--- config.mk ---
export PLATFORM = sky130hd
export DESIGN_NAME = mem_access_stage
export DESIGN_NICKNAME = d
export VERILOG_FILES = /design/src/rtl/mem_access_stage.sv
export SDC_FILE = /design/constraint.sdc
export NUM_CORES = 1
export LEC_CHECK = 0
export CAP_MARGIN = 20
export CORE_AREA = 2 2 124 126
export DETAILED_ROUTE_END_ITERATION = 16
export DIE_AREA = 0 0 126 128
export MAX_ROUTING_LAYER = met4
export PLACE_DENSITY = 0.74
export SYNTH_ARGS = -nofsm -noshare
export SYNTH_HDL_FRONTEND = slang
export SYNTH_SLANG_ARGS = --single-unit
--- constraint.sdc ---
create_clock -name clk -period 3.1 [get_ports clk]
set_input_delay 0.465 -clock clk [delete_from_list [all_inputs] [get_ports clk]]
set_output_delay 0.465 -clock clk [all_outputs]
set_load 0.01 [all_outputs]
--- src/rtl/mem_access_stage.sv ---
// Memory stage of the RV32 pipeline: valid/ready data-memory requests, byte lanes,
// load formatting, pipeline stall generation and the MEM->WB register.
module mem_access_stage #(
    parameter int XLEN = 32
) (
    input  logic            clk,
    input  logic            rst,
    input  logic            rf_enM,
    input  logic            mem_readM,
    input  logic            mem_writeM,
    input  logic [1:0]      wb_selM,
    input  logic [2:0]      funct3M,
    input  logic [4:0]      rdM,
    input  logic [XLEN-1:0] alu_resultM,
    input  logic [XLEN-1:0] store_dataM,
    input  logic [XLEN-1:0] pc4M,
    output logic            dmem_valid,
    output logic            dmem_we,
    output logic [XLEN-1:0] dmem_addr,
    output logic [XLEN-1:0] dmem_wdata,
    output logic [3:0]      dmem_be,
    input  logic            dmem_ready,
    input  logic            dmem_rvalid,
    input  logic [XLEN-1:0] dmem_rdata,
    output logic            stall_mem,
    output logic            rf_enW,
    output logic [1:0]      wb_selW,
    output logic [4:0]      rdW,
    output logic [XLEN-1:0] alu_resultW,
    output logic [XLEN-1:0] load_dataW,
    output logic [XLEN-1:0] pc4W,
    output logic            misalign_errW
);

    typedef enum logic [1:0] {
        S_IDLE,
        S_REQ,
        S_WAIT
    } state_t;

    state_t r_state;

    logic [1:0]      w_off;
    logic            w_mem_op;
    logic            w_illegal;
    logic            w_err;
    logic            w_go;
    logic            w_valid;
    logic            w_stall;
    logic [7:0]      w_byte;
    logic [15:0]     w_half;
    logic [XLEN-1:0] w_load_fmt;

    assign w_off = alu_resultM[1:0];

    always_comb begin
        w_mem_op  = mem_readM | mem_writeM;
        w_illegal = (mem_readM & mem_writeM)
                  | (funct3M == 3'b011)
                  | (funct3M[2:1] == 2'b11)
                  | ((funct3M[1:0] == 2'b01) & w_off[0])
                  | ((funct3M[1:0] == 2'b10) & (w_off != 2'b00));
        w_err     = w_mem_op & w_illegal;
        w_go      = w_mem_op & ~w_illegal;
    end

    // A store accepted in the same cycle it is offered never stalls.
    always_comb begin
        w_valid = 1'b0;
        w_stall = 1'b0;
        if (rst) begin
            case (r_state)
                S_IDLE: begin
                    w_valid = w_go;
                    w_stall = w_go & ~(dmem_ready & mem_writeM);
                end
                S_REQ: begin
                    w_valid = 1'b1;
                    w_stall = ~(dmem_ready & mem_writeM);
                end
                S_WAIT: w_stall = ~dmem_rvalid;
                default: ;
            endcase
        end
    end

    assign dmem_valid = w_valid;
    assign stall_mem  = w_stall;
    assign dmem_we    = mem_writeM;
    assign dmem_addr  = {alu_resultM[XLEN-1:2], 2'b00};

    always_comb begin
        case (funct3M[1:0])
            2'b00: begin
                dmem_be    = 4'b0001 << w_off;
                dmem_wdata = {4{store_dataM[7:0]}};
            end
            2'b01: begin
                dmem_be    = w_off[1] ? 4'b1100 : 4'b0011;
                dmem_wdata = {2{store_dataM[15:0]}};
            end
            default: begin
                dmem_be    = 4'b1111;
                dmem_wdata = store_dataM;
            end
        endcase
    end

    always_comb begin
        w_byte = dmem_rdata[{w_off, 3'b000} +: 8];
        w_half = w_off[1] ? dmem_rdata[31:16] : dmem_rdata[15:0];
        case (funct3M)
            3'b000:  w_load_fmt = {{(XLEN-8){w_byte[7]}}, w_byte};
            3'b001:  w_load_fmt = {{(XLEN-16){w_half[15]}}, w_half};
            3'b100:  w_load_fmt = {{(XLEN-8){1'b0}}, w_byte};
            3'b101:  w_load_fmt = {{(XLEN-16){1'b0}}, w_half};
            default: w_load_fmt = dmem_rdata;
        endcase
    end

    always_ff @(posedge clk) begin
        if (!rst) begin
            r_state       <= S_IDLE;
            rf_enW        <= '0;
            wb_selW       <= '0;
            rdW           <= '0;
            alu_resultW   <= '0;
            load_dataW    <= '0;
            pc4W          <= '0;
            misalign_errW <= '0;
        end else begin
            case (r_state)
                S_IDLE: if (w_go) r_state <= !dmem_ready ? S_REQ : (mem_writeM ? S_IDLE : S_WAIT);
                S_REQ:  if (dmem_ready) r_state <= mem_writeM ? S_IDLE : S_WAIT;
                S_WAIT: if (dmem_rvalid) r_state <= S_IDLE;
                default: r_state <= S_IDLE;
            endcase

            if (w_stall) begin
                rf_enW        <= 1'b0;
                misalign_errW <= 1'b0;
            end else begin
                rf_enW        <= rf_enM & ~w_err;
                wb_selW       <= wb_selM;
                rdW           <= rdM;
                alu_resultW   <= alu_resultM;
                pc4W          <= pc4M;
                misalign_errW <= w_err;
                // Only a completing load carries response data into W.
                load_dataW    <= (r_state == S_WAIT) ? w_load_fmt : '0;
            end
        end
    end

endmodule

==> results.yml <==
sta:
  rsz0062_at_grt: "false"
  worstMarginPinSlew_ps: 1020
  min_period_ps: 2870
  hold_viol_final: 0
  maxSlewHeadroom_pct: 31.7
  fin_ws_ps: 230
  fin_tns_setup_ps: 0
  skew_ps: 12.2
  setup_viol: 0
  slew_violations: 0
  min_period_over_period_pct: 92.6
  fmax_mhz: 348
setup_path:
  rr_worst_depth: 6
  r2r_slack_ps: 1220
  r2r_start: "r_state[1]$_SDFFE_PN0P_"
  cpMostUsedCell: "clkdlybuf4s50_1"
  r2r-end: "load_dataW[23]$_SDFFE_PN0N_"
  worstPathMaxFanout: 5
  cp-start-kind: "primary input"
  crit_path_end: "stall_mem"
  cp-startpoint: "funct3M[0]"
  crit_arrival_ps: 2400
  path_cells: "clkdlybuf4s50_1 > a21oi_1 > o2111ai_2 > a21oi_4 > clkdlybuf4s50_1"
  cp_slowest_cell: "clkdlybuf4s50_1"
  crit_type: "primary input to output pin"
  cp_data_required_time_ps: 2630
  cpPeakStageDelay_ps: 590
  cp-end-kind: "output pin"
drt:
  num_vias: 4682
  post_drt_wl_per_cell_um: 17.8
  drcViolationCount: 0
  drtAntennaViolNets: 0
  wl_um: 16700
  viasPerCell: 4.99
  drt_pass1_iterations: 4
  drt_iter0_drc: 195
floorplan:
  die_h_um: 128
  core_area_um2: 14900
  ioPinCount: 321
  start_util_pct: 31.8
  dieWidth_um: 126
  rows: 45
  die-area_um2: 16100
finish:
  instances_no_fill: 938
  utilization_pct: 54.6
  fill_cells: 1279
  seq_area_um2: 2140
  multi_input_area_um2: 2060
  final_nets: 889
  flow.area_growth_from_synthesis_pct: 71.7
  drive_gt1_share_pct: 7.61
  final_cell_area_um2: 8110
logic_synthesis:
  ys_warn_count: 0
  ys_ff_latch: 107
  ys_seq_area_share_pct: 45.3
  synth_area_um2: 4730
  synth_cell_types: 42
  synth_cells: 476
  syn_avg_cell_area_um2: 9.93
clock_network:
  cts_buffer_depth: 2
  cts_sinks: 107
  hold_buffers: 0
  cts_resized: 0
  clkTransAtPathRegs_ps: 70
  cts_inserted_buffers: 9
  cts_tree: "built"
  post_cts_buffers: 0
  clk_latency_ps: 350
  clock-root-buffer: "clkbuf_16"
  ctsHtreeMaxLevel: 3
grt:
  gr-total-overflow: 0
  grt_pass1_wl_um: 25300
  met2_usage_pct: 34.8
  grt_busiest_layer: "met2"
  use_met3_pct: 4.13
  grt_max_degree: 106
  grtUsageMet1_pct: 23.9
  grt_antenna_before_repair: 1
  grt_use_total_pct: 20.4
  grt_pass1_vias: 4564
hold_path:
  min_path_type: "register to register"
power_and_ir_drop:
  leakagePower_nw: 3.24
  p_per_area_nw_per_um2: 430
  irDropWorstVdd_v: 0.000264
status:
  status: "finished clean"
placed_design:
  pre_cts_ws_ps: 227
  io_buffer_count: 318
  dp.cells: 921
  place_area_um2: 7830
  gp_congestion: 0.899
  post-dp-hpwl_um: 13100
flow_run:
  drv_cap: 0
## registers in the layout, summed over array words and instances, names as in the netlist
name           flops
alu_resultW       32
load_dataW        32
pc4W              32
rdW                5
r_state            2
wb_selW            2
misalign_errW      1
rf_enW             1
## per-layer routing
layer | vias up | wire, µm
met1 | 2208 | 6910
met3 | 23 | 1020
li1 | 2239 | -
met5 | - | 0
met2 | 212 | 8470
met4 | 0 | 327
## Yosys cell counts, drive strengths merged
cell | n | share of area [%]
a211oi | 1 | 0.16
a21o | 10 | 1.6
a21oi | 21 | 2.3
a221o | 5 | 1.1
a221oi | 5 | 0.93
a22o | 85 | 16
a22oi | 3 | 0.48
a2bb2oi | 3 | 0.56
a31oi | 2 | 0.26
and2 | 1 | 0.13
and3 | 1 | 0.13
and3b | 2 | 0.37
buf | 66 | 9.5
clkbuf | 12 | 0.95
conb | 1 | 0.079
dfxtp | 107 | 45
inv | 10 | 0.79
maj3 | 1 | 0.21
mux2 | 20 | 4.8
mux2i | 12 | 2.5
nand2 | 31 | 2.5
nand2b | 14 | 1.9
nand3 | 4 | 0.42
nand4 | 1 | 0.13
nor2 | 11 | 1.0
nor2b | 5 | 0.66
nor3 | 9 | 0.95
nor3b | 2 | 0.32
nor4 | 3 | 0.71
o2111ai | 1 | 0.32
o21ai | 21 | 2.2
o21bai | 1 | 0.16
o221ai | 1 | 0.19
o31a | 1 | 0.19
or2 | 1 | 0.13
or4 | 1 | 0.16
xor2 | 1 | 0.19
## cell families (layout without fill, tap and decap cells)
logic type | Yosys count | in the layout | synth area share [%]
multiplexers | 32 | 32 | 7.31
other | 1 | 3 | 0.0793
AND/OR/NAND/NOR | 86 | 86 | 9.48
AO/OA/AOI/OAI | 160 | 160 | 26.2
flip-flops | 107 | 107 | 45.3
buffers and inverters | 88 | 360 | 11.3
XOR/XNOR | 1 | 1 | 0.185
adder cells (fa/ha/maj) | 1 | 1 | 0.212
## power by group
group,switching (mW),internal [mW]
logic,0.347,0.529
clock network,0.543,0.564
registers,0.0460,1.46
total,0.936,2.55
## how the worst min path moves through the flow
stage	slack, ps	end	from	cells past startpoint
2_1_floorplan	470	load_dataW[7]$_SDFFE_PN0N_	load_dataW[7]$_SDFFE_PN0N_	2
3_3_place_gp	440	load_dataW[23]$_SDFFE_PN0N_	load_dataW[23]$_SDFFE_PN0N_	1
3_5_place_dp	440	load_dataW[12]$_SDFFE_PN0N_	load_dataW[12]$_SDFFE_PN0N_	1
4_1_cts	460	load_dataW[13]$_SDFFE_PN0N_	load_dataW[13]$_SDFFE_PN0N_	2
5_1_grt	480	load_dataW[8]$_SDFFE_PN0N_	load_dataW[8]$_SDFFE_PN0N_	1
6_report	460	load_dataW[22]$_SDFFE_PN0N_	load_dataW[22]$_SDFFE_PN0N_	1
## through the flow
step	hold slack [ps]	power [mW]
after floorplan	471	1.90
after global placement	441	2.40
after detailed placement	440	2.42
after CTS	461	3.53
after global routing	480	3.64
final	460	3.49
## worst max-delay path, delay by kind of cell
family | cells | cell delay [ps]
buffers and inverters | 2 | 1170
AOI/OAI and AO/OA | 3 | 770
## layout make-up
cell class,instances,area share (%)
antenna,1,0.0308
multi-input combinational,282,25.4
clock buffer,10,2.82
clock inverter,6,0.694
sequential,107,26.4
timing repair buffer,334,41.3
inverter,10,0.463
tap,188,2.90
## placed cells by master (no fill, tap or decap), drive strengths merged, types with 2 or more instances in the layout
cell type	n
nor3	9
nand2b	14
a221o	5
and3b	2
conb	2
inv	14
nand2	31
mux2i	12
a2bb2oi	3
mux2	20
nor2b	5
nor4	3
dfxtp	107
a31oi	2
nor3b	2
buf	17
a21o	10
a221oi	5
a22oi	3
clkdlybuf4s50	317
clkbuf	10
o21ai	21
a22o	85
nor2	11
nand3	4
a21oi	21
No activity file was read; power rests on OpenSTA's default activity.
